`src/rtl/rosc_rng.sv`:
```
// ---------------------------------------------------------------------------
// rosc_rng
//
// Turns ring-oscillator jitter into random words in the clk domain.
// The divided oscillator output is synchronized, its rising edges are counted
// over fixed windows of 2^WINDOW_BITS clk cycles, and the parity of each
// window's count becomes one bit of the output word. The oscillator is only
// enabled while a word is being produced (WARMUP and SAMPLE).
//
// Ports
//   clk        in   system clock, the only clock in the block
//   rst_n      in   asynchronous active-low reset
//   osc_in     in   divided oscillator output, asynchronous to clk
//   osc_en     out  oscillator enable (registered)
//   req        in   level request for a new word, looked at only in IDLE
//   rnd_valid  out  rnd_data holds a finished word
//   rnd_ready  in   consumer takes the word when rnd_valid is high
//   rnd_data   out  random word, OUT_WIDTH bits
//   busy       out  high while warming up or sampling
//   osc_fault  out  sticky: some window saw no oscillator edge at all
//
// State table
//   state    | meaning
//   ---------+----------------------------------------------------------
//   S_IDLE   | oscillator off, waiting for req
//   S_WARMUP | oscillator on, letting it settle for WARMUP_CYCLES cycles
//   S_SAMPLE | counting edges per window, one word bit per window
//   S_DONE   | oscillator off, word presented until rnd_ready
// ---------------------------------------------------------------------------
module rosc_rng #(
  parameter int WINDOW_BITS   = 8,
  parameter int OUT_WIDTH     = 8,
  parameter int WARMUP_CYCLES = 16
) (
  input  logic                 clk,
  input  logic                 rst_n,
  input  logic                 osc_in,
  output logic                 osc_en,
  input  logic                 req,
  output logic                 rnd_valid,
  input  logic                 rnd_ready,
  output logic [OUT_WIDTH-1:0] rnd_data,
  output logic                 busy,
  output logic                 osc_fault
);

  // Warmup counter only needs to reach WARMUP_CYCLES-1.
  localparam int WARM_W = (WARMUP_CYCLES > 1) ? $clog2(WARMUP_CYCLES) : 1;
  localparam logic [WARM_W-1:0] WARM_LAST = WARM_W'(WARMUP_CYCLES - 1);

  // Bit counter only needs to reach OUT_WIDTH-1.
  localparam int BIT_W = (OUT_WIDTH > 1) ? $clog2(OUT_WIDTH) : 1;
  localparam logic [BIT_W-1:0] BIT_LAST = BIT_W'(OUT_WIDTH - 1);

  typedef enum logic [1:0] {
    S_IDLE   = 2'd0,
    S_WARMUP = 2'd1,
    S_SAMPLE = 2'd2,
    S_DONE   = 2'd3
  } state_t;

  state_t r_state;
  state_t w_next;

  logic                   r_sync1;
  logic                   r_sync2;
  logic                   r_prev;
  logic                   r_osc_en;
  logic                   r_fault;
  logic [WARM_W-1:0]      r_warm_cnt;
  logic [WINDOW_BITS-1:0] r_win_cnt;
  logic [WINDOW_BITS-1:0] r_edge_cnt;
  logic [BIT_W-1:0]       r_bit_cnt;
  logic [OUT_WIDTH-1:0]   r_word;

  logic                   w_edge;
  logic                   w_win_last;
  logic                   w_warm_done;
  logic                   w_word_done;
  logic [WINDOW_BITS-1:0] w_edge_total;
  logic                   w_bit;

  // Edge detection runs in every state so the pipeline is already primed
  // with real oscillator history by the time the first window opens.
  always_ff @(posedge clk or negedge rst_n) begin
    if (!rst_n) begin
      r_sync1 <= 1'b0;
      r_sync2 <= 1'b0;
      r_prev  <= 1'b0;
    end else begin
      r_sync1 <= osc_in;
      r_sync2 <= r_sync1;
      r_prev  <= r_sync2;
    end
  end

  assign w_edge      = r_sync2 & ~r_prev;
  assign w_win_last  = &r_win_cnt;
  assign w_warm_done = (r_warm_cnt == WARM_LAST);
  assign w_word_done = w_win_last && (r_bit_cnt == BIT_LAST);

  // An edge seen on the window's last cycle still belongs to this window.
  // At most half the window can hold rising edges, so this cannot wrap.
  assign w_edge_total = r_edge_cnt + WINDOW_BITS'(w_edge);
  assign w_bit        = w_edge_total[0];

  // State register
  always_ff @(posedge clk or negedge rst_n) begin
    if (!rst_n) begin
      r_state <= S_IDLE;
    end else begin
      r_state <= w_next;
    end
  end

  // Next-state logic
  always_comb begin
    w_next = r_state;
    case (r_state)
      S_IDLE: begin
        if (req) begin
          w_next = S_WARMUP;
        end
      end
      S_WARMUP: begin
        if (w_warm_done) begin
          w_next = S_SAMPLE;
        end
      end
      S_SAMPLE: begin
        if (w_word_done) begin
          w_next = S_DONE;
        end
      end
      S_DONE: begin
        // rnd_valid is implied by being in S_DONE.
        if (rnd_ready) begin
          w_next = S_IDLE;
        end
      end
      default: begin
        w_next = S_IDLE;
      end
    endcase
  end

  // Counters, shift register and fault flag
  always_ff @(posedge clk or negedge rst_n) begin
    if (!rst_n) begin
      r_osc_en   <= 1'b0;
      r_fault    <= 1'b0;
      r_warm_cnt <= '0;
      r_win_cnt  <= '0;
      r_edge_cnt <= '0;
      r_bit_cnt  <= '0;
      r_word     <= '0;
    end else begin
      // Registered from the next state so the enable lines up with busy.
      r_osc_en <= (w_next == S_WARMUP) || (w_next == S_SAMPLE);

      case (r_state)
        S_IDLE: begin
          r_warm_cnt <= '0;
        end
        S_WARMUP: begin
          r_warm_cnt <= r_warm_cnt + WARM_W'(1);
          r_win_cnt  <= '0;
          r_edge_cnt <= '0;
          r_bit_cnt  <= '0;
        end
        S_SAMPLE: begin
          // Window counter wraps from all ones back to zero on its own,
          // which starts the next window.
          r_win_cnt <= r_win_cnt + WINDOW_BITS'(1);
          if (w_win_last) begin
            r_edge_cnt <= '0;
            r_bit_cnt  <= r_bit_cnt + BIT_W'(1);
            r_word     <= (r_word << 1) | OUT_WIDTH'(w_bit);
            if (w_edge_total == '0) begin
              r_fault <= 1'b1;
            end
          end else begin
            r_edge_cnt <= w_edge_total;
          end
        end
        default: begin
          // S_DONE: everything holds, rnd_data stays stable.
        end
      endcase
    end
  end

  assign osc_en    = r_osc_en;
  assign busy      = (r_state == S_WARMUP) || (r_state == S_SAMPLE);
  assign rnd_valid = (r_state == S_DONE);
  assign rnd_data  = r_word;
  assign osc_fault = r_fault;

endmodule

```
`config.mk`:
```
export PLATFORM = sky130hd
export DESIGN_NAME = rosc_rng
export DESIGN_NICKNAME = d
export VERILOG_FILES = /design/src/rtl/rosc_rng.sv
export SDC_FILE = /design/constraint.sdc
export NUM_CORES = 1
export LEC_CHECK = 0
export CORE_ASPECT_RATIO = 1.5
export CORE_UTILIZATION = 45
export CTS_CLUSTER_SIZE = 14
export DETAILED_ROUTE_END_ITERATION = 12
export SLEW_MARGIN = 10
export SYNTH_ARGS = -nofsm -noshare
export SYNTH_HDL_FRONTEND = slang
export SYNTH_SLANG_ARGS = --single-unit
```
`constraint.sdc`:
```
create_clock -name clk -period 2.45 [get_ports clk]
set_clock_uncertainty 0.05 [all_clocks]
set_input_delay 0.735 -clock clk [delete_from_list [all_inputs] [get_ports clk]]
set_output_delay 0.735 -clock clk [all_outputs]
set_load 0.02 [all_outputs]
```
## Yosys cells after proc, flatten, opt, wreduce, memory -nomap -nowiden

Cells that the tools add are included.

| word-level totals | value |
|---|---|
| register bits after elaboration | 38 |
| bits in latches | 0 |
| bits in writable memories | 0 |
| ROM bits | 0 |
| bits of input ports | 5 |
| logic and storage cells | 48 |
| memories | 0 |

| cells by class | value |
|---|---|
| $add $sub $neg | 4 |
| $mul | 0 |
| div/mod/pow operators | 0 |
| magnitude comparators | 0 |
| equality and inequality tests | 8 |
| shifts and indexed selects | 0 |
| muxes and demuxes | 11 |
| bitwise gates (word level) | 3 |
| reduce and logical (&&, ||, !) cells | 11 |

Operators by type and width:

| operator | count |
|---|---|
| 8-bit one-hot mux with 2 select lines | 2 |
| 10-bit AND reduction | 1 |
| 9-bit AND reduction | 1 |
| 8-bit by 1-bit adder with 8-bit output | 1 |
| 8-bit by 1-bit adder with 8-bit output, second input constant | 1 |
| 8-bit zero test | 1 |
| 2-bit two-way mux | 4 |
| 8-bit two-way mux | 1 |
| 8-bit by 1-bit OR with 8-bit output | 1 |
| 2-bit one-hot mux with 4 select lines | 1 |
| 4-bit one-hot mux with 2 select lines | 1 |
| 8-bit AND reduction | 1 |
| 2-bit == test, second input constant | 3 |
| 3-bit one-hot mux with 2 select lines | 1 |
| 4-bit by 1-bit adder with 4-bit output, second input constant | 1 |
| 2-bit by 1-bit == test with 1-bit output, second input constant | 2 |
| 4-bit == test, second input constant | 1 |
| 2-bit nonzero test | 2 |
| 3-bit by 1-bit adder with 3-bit output, second input constant | 1 |
| 3-bit == test, second input constant | 1 |
| 3-bit two-way mux | 1 |
| 2-bit zero test | 1 |
| 1-bit logical OR | 2 |
| 2-bit != test, second input constant | 1 |
| 4 further kinds | 4 |

## Longest topological paths before layout

Gate-level depths: netlist (run 1).

| logic depth | value |
|---|---|
| word-level depth | 6 |
| depth in mapped cells | 8 |
| depth with buffers taken out | 7 |

## Worst setup path before layout (run 1)

Ideal clock, no wire load.

| timing | value |
|---|---|
| path kind | register -> register |
| from | register r_sync2 |
| to | register r_fault, in the netlist osc_fault |
| setup time | 120 ps |
| arrival | 1696 ps |
| data required time | 2280 ps |
| path slack | 584 ps |
| stages on the path, launching flop included | 8 |
| path buffers | 0 |
| period minus slack after synthesis | 1866 ps |
| path through | dfrtp_1 nor2b_1 ha_1 ha_1 and3_1 and3_1 a31o_1 a41o_1 |

| between the ends | value |
|---|---|
| cells in the longest elaborated chain, start to end | 4 |

Ends and longest elaborated chain:

| element | line | source |
|---|---|---|
| from (decl) | 66 | `logic r_sync2;` |
| from (signal assigned) | 92 | `r_sync2 <= r_sync1;` |
| 1-bit AND | 97 | `assign w_edge = r_sync2 & ~r_prev;` |
| 8-bit by 1-bit adder with 8-bit output | 104 | `assign w_edge_total = r_edge_cnt + WINDOW_BITS'(w_edge);` |
| 8-bit zero test | 179 | `if (w_edge_total == '0) begin` |
| 10-bit AND reduction (no line) | n/a |  |
| to (signal assigned) | 151 | `r_fault <= 1'b0;` |
| to (signal assigned) | 180 | `r_fault <= 1'b1;` |
| to (decl) | 69 | `logic r_fault;` |

Every way passes these cells.
A chain may end at the register's enable or synchronous reset.

## Worst setup path after layout (run 1)

| timing | value |
|---|---|
| from | register r_state[1] |
| to | output rnd_valid |

| between the ends | value |
|---|---|
| cells in the longest elaborated chain, start to end | 1 |

Ends and longest elaborated chain:

| element | line | source |
|---|---|---|
| from (decl) | 62 | `state_t r_state;` |
| from (signal assigned) | 112 | `r_state <= w_next;` |
| 2-bit == test | 195 | `assign rnd_valid = (r_state == S_DONE);` |
| to (decl) | 40 | `output logic rnd_valid,` |

Every way passes these cells.

==> impl_metrics.ini, run 1 <==
[cts]
clock_latency_ns = 0.29
path_clk_slew_ns = 0.07
cts_tree = built
cts_setup_buffers = 0
h-tree-depth = 2
ctsHoldBuffers = 0
cts_inserted_buffers = 5
cts.repair.resized = 1
cts_buffer_depth = 2
cts_root_buffer = clkbuf_8
clock_sinks = 38

[yosys]
ys_async_sr_fraction = 1.00
synth_top_family_by_area = simple AND/OR/NAND/NOR gates
synth_seq_cells = 38
ys_seq_area_frac = 0.487
synth_warnings = 0
synth_nets = 221
yosys.area_share.simple = 0.217
avgSynthCellArea_sq_um = 9.48
synth_edf_count = 0
post_synth_num_cell_types = 43
syn_area_sq_um = 1950
synthCells = 206
synth_compound_area_frac = 0.143
synth_top_flop_cell = dfrtp_1
synth_mux_area_frac = 0.0211
synth-adder-area-share = 0.0641
synth_xor_area_frac = 0.0224

[routing]
first_pass_iters = 4
wl_met2_mm = 1.99
met3WireLength_um = 92
met1_length_mm = 1.62
wl_mm = 3.78
drt-initial-drc-count = 68
routed_via_density = 5.59
vias = 1504
drc = 0
top_layer_used = met4
wl_per_cell_um = 14.1
ant_nets = 0

[power]
p_comb_frac = 0.109
power.switching_mw = 0.384
max-vdd-ir-drop_mv = 0.470
power_frac_seq = 0.526
p_leak_nw = 1.08
p_clk_frac = 0.365
p_int_mw = 1.05
switching_share = 0.269
p_per_area_nw_per_um2 = 637
power_mw = 1.43

[sta]
rsz0062_at_grt = false
min_period_ns = 2.34
relSlewSlack = 0.561
setup_viol = 0
worst_pin_slew_ns = 0.657
clock.fmax_ghz = 0.427
worst_slack_ns = 0.110
period_share = 0.955
tns_ns = 0
slew_viol_final = 0
hold_viol_final = 0

[finish]
final_cell_mix = 44 x nand2_1, 38 x dfrtp_1, 15 x nand3_1
area_growth_pct = 14.9
diodes = 0
drive_above_1_share = 0.0942
fin_nets = 237
layout_commonest_cell = nand2_1

[place]
io_buffers = 16
dpl_worst_slack_ns = 0.234
hpwlAfterDp_mm = 2.68
place_congestion = 0.779

[global_route]
grt_max_degree = 39
grt_antenna_before_repair = 0
overflow = 0
grt_usage = 0.177
grt_pass1_vias = 1405
grt_pass1_wl_mm = 6.27

[floorplanning]
start_util = 0.464
die_area_sq_um = 4610
fp.coreArea_sq_um = 4210
die_w_um = 55.8
num_io_pins = 17
num_rows = 29
chipHeight_um = 82.7

[setup_path]
max_stage_delay_ns = 0.62
crit_slowest_cell = clkdlybuf4s50_1
required_ns = 1.66
start_kind = flip-flop
worst-endpoint-arrival_ns = 1.55
critPathKind = reg2out
crit_fanout = 5
path_cells = ha_1 -> clkdlybuf4s50_1
cp-end-kind = primary output

[worst_hold_path]
hold_class = reg2reg

[run]
maxCapViolations = 0

[status]
status = finished, final reports clean
power groups by stage:
stage	clock [mW]	combinational (mW)	sequential (mW)
after global routing	0.556	0.182	0.763
after CTS	0.535	0.156	0.750
after global placement	0	0.151	0.758
after detailed placement	0	0.158	0.760
final	0.522	0.156	0.752
after floorplan	0	0.159	0.714
state kept, by name, summed over array words and instances, names as in the netlist:
name        count
osc_en          1
osc_fault       1
r_bit_cnt       3
r_edge_cnt      8
r_prev          1
r_state         2
r_sync1         1
r_sync2         1
r_warm_cnt      4
r_win_cnt       8
rnd_data        8
cell families (layout without fill, tap and decap cells):
logic type               after synthesis  count (layout)
multiplexers                           4               4
AO/OA/AOI/OAI                         40              40
AND/OR/NAND/NOR                       90              90
adder cells (fa/ha/maj)               10              10
buffers and inverters                 19              36
flip-flops                            38              38
XOR/XNOR                               5               5
final cells by class:
cell class,instances,area [sq um]
fillers,395,1970
flip-flops and latches,38,951
multi-input cells,149,912
repair buffers,20,184
clock buffers,5,68.8
well taps,46,57.6
clock inverters,3,40.0
inverters,8,30.0
per-stage QoR:
stage / util / cell area (sq um) / hold slack [ns] / std cells
final: 0.533 / 2240 / 0.300 / 269
after global routing: 0.533 / 2240 / 0.316 / 269
after CTS: 0.533 / 2240 / 0.302 / 269
after detailed placement: 0.507 / 2140 / 0.285 / 261
after global placement: 0.507 / 2140 / 0.285 / 261
after floorplan: - / 1950 / 0.281 / 206
worst max-delay path, delay by kind of cell (launching register included):
kind,cells,cell delay [ns]
fa+ha+maj,1,0.21
buf+inv,1,0.62
flops,1,0.43
metal layers:
| layer | track usage | vias to the layer above |
|---|---|---|
| met2 | 0.318 | 19 |
| met4 | 0.0975 | 0 |
| li1 | - | 743 |
| met5 | 0 | - |
| met1 | 0.201 | 735 |
| met3 | 0.0280 | 7 |
worst paths after layout:
path	from	endpoint	slack, ns	depth (start not counted)
setup / recovery	r_state[1]	rnd_valid	0.11	2
hold / removal	r_sync1	r_sync2	0.30	0
setup reg to reg	r_sync2	osc_fault	0.41	7
hold reg to reg	r_sync1	r_sync2	0.30	0
max in group asynchronous	rst_n	r_sync2	1.57	2
min in group asynchronous	rst_n	rnd_data[5]	0.43	2
Yosys cell counts (2+ instances only):
cell	count	area, sq um
clkbuf_1	5	18.8
inv_1	8	30.0
mux2i_1	3	30.0
xor2_1	2	17.5
dfrtp_1	38	951
nor2_1	5	18.8
and3_1	2	12.5
nand3_1	15	75.1
nor3_1	6	30.0
nand2b_1	6	37.5
o311a_1	2	20.0
or3_1	2	12.5
nor2b_1	3	18.8
o21ai_0	13	65.1
buf_2	3	15.0
a21oi_1	6	30.0
ha_1	10	125
xnor2_1	3	26.3
nand2_1	44	165
nand4_1	3	18.8
buf_4	2	15.0
a31oi_1	4	25.0
Note: power is estimated with default switching activity, not from simulation.
==> run 2, diff against run 1 <==
Settings changed: CORE_ASPECT_RATIO 1.5 to 0.8.
==> run 2 against run 1 <==
Global-route usage is 1.4 points higher. Largest cell class unchanged. Clock power hardly changed. Sequential cell count stayed put. Clock-buffer cell count is 1 higher. Maximum frequency is 2.7% higher. Worst setup slack better by 0.061 ns. Critical endpoint unchanged. Worst hold slack better by 0.0034 ns. Critical path depth stayed put. Highest routed layer unchanged.
==> impl_metrics.ini, run 2 (synthesis results as in run 1) <==
[finish]
regArea_sq_um = 951
fin_area_sq_um = 2270
fin_nets = 238
area_growth_pct = 16.1
num-fill-cells = 378
multi_input_area_sq_um = 912
final_cell_mix = 44 x nand2_1, 38 x dfrtp_1, 15 x nand3_1
diodes = 0
layout_commonest_cell = nand2_1
drive_above_1_share = 0.0942

[routing]
routed_via_density = 5.40
drc = 0
wl_mm = 3.81
wl_per_cell_um = 13.6
drt-initial-drc-count = 131
ant_nets = 0
vias = 1512
first_pass_iters = 4

[cts]
cts_inserted_buffers = 5
path_clk_slew_ns = 0.07
h-tree-depth = 2
clock_latency_ns = 0.28
cts_root_buffer = clkbuf_8
cts_setup_buffers = 0
cts_tree = built
clock_sinks = 38
cts_buffer_depth = 2

[power]
p_clk_frac = 0.367
power_frac_seq = 0.525
p_per_area_nw_per_um2 = 629
p_int_mw = 1.07
switching_share = 0.249
p_leak_nw = 1.08
power.switching_mw = 0.355
power_mw = 1.43
p_comb_frac = 0.108
max-vdd-ir-drop_mv = 0.333

[floorplanning]
chipHeight_um = 60.9
die_w_um = 75.7
fp.coreArea_sq_um = 4180
num_io_pins = 17
start_util = 0.468
die_area_sq_um = 4610
num_rows = 21

[status]
status = finished, final reports clean

[worst_hold_path]
hold_class = reg2reg

[place]
dpl_worst_slack_ns = 0.219
place_congestion = 0.819
hpwlAfterDp_mm = 2.69
io_buffers = 16
place_area_sq_um = 2160

[sta]
tns_ns = 0
worst_pin_slew_ns = 0.475
worst_slack_ns = 0.171
whs_ns = 0.303
period_share = 0.930
relSlewSlack = 0.684
rsz0062_at_grt = false
slew_viol_final = 0
setup_viol = 0
hold_viol_final = 0
min_period_ns = 2.28
clock.fmax_ghz = 0.439

[global_route]
grt_usage = 0.191
grt_pass1_vias = 1459
grt_antenna_before_repair = 0
grt_pass1_wl_mm = 6.37
overflow = 0
grt_max_degree = 39

[setup_path]
start_kind = flip-flop
critPathKind = reg2out
worst-endpoint-arrival_ns = 1.49
required_ns = 1.66
cp-end-kind = primary output
r2r_setup_slack_ns = 0.40
crit_fanout = 5

[run]
maxCapViolations = 0
## run 2: what timing repair did
| action | in CTS | in global routing |
|---|---|---|
| hold buffers | 0 | 0 |
| setup endpoints to repair | 1 | 0 |
| gates resized for setup | 1 | 0 |
## run 2: per-layer routing
metal / part of all wire / routed length (um) / GRT usage
met1: 0.48 / 1820 / 0.231
met3: 0.032 / 123 / 0.0515
met4: 0.0092 / 35 / 0.0767
met2: 0.48 / 1840 / 0.327
met5: 0 / 0 / 0
## run 2: stage by stage
step,std cells,utilization
after floorplan,206,-
after global placement,273,0.516
after detailed placement,273,0.516
after CTS,280,0.543
after global routing,280,0.543
final,280,0.543
## run 2: final timing paths
kind | startpoint | to | cells past startpoint
setup / recovery | r_state[1] | rnd_valid | 2
hold / removal | r_sync1 | r_sync2 | 0
setup reg to reg | r_sync2 | osc_fault | 7
hold reg to reg | r_sync1 | r_sync2 | 0
max in group asynchronous | rst_n | rnd_data[5] | 2
min in group asynchronous | rst_n | r_edge_cnt[6] | 2
## run 2: critical path, stage by stage, from the launching register on
cell	delay, ns
dfrtp_1	0.42
ha_1	0.19
clkdlybuf4s50_1	0.61
## run 2: final cells by class
class / count / area share
Sequential cell: 38 / 0.419
Inverter: 8 / 0.0132
Timing Repair Buffer: 21 / 0.0844
Clock buffer: 6 / 0.0364
Tap cell: 57 / 0.0314
Clock inverter: 1 / 0.0132
Multi-Input combinational cell: 149 / 0.402
## run 2: power groups by stage
stage,clock network [mW],registers [mW],logic (mW)
6_report,0.524,0.749,0.153
5_1_grt,0.572,0.760,0.189
4_1_cts,0.544,0.750,0.156
3_5_place_dp,0,0.762,0.155
3_3_place_gp,0,0.756,0.151
2_1_floorplan,0,0.714,0.159
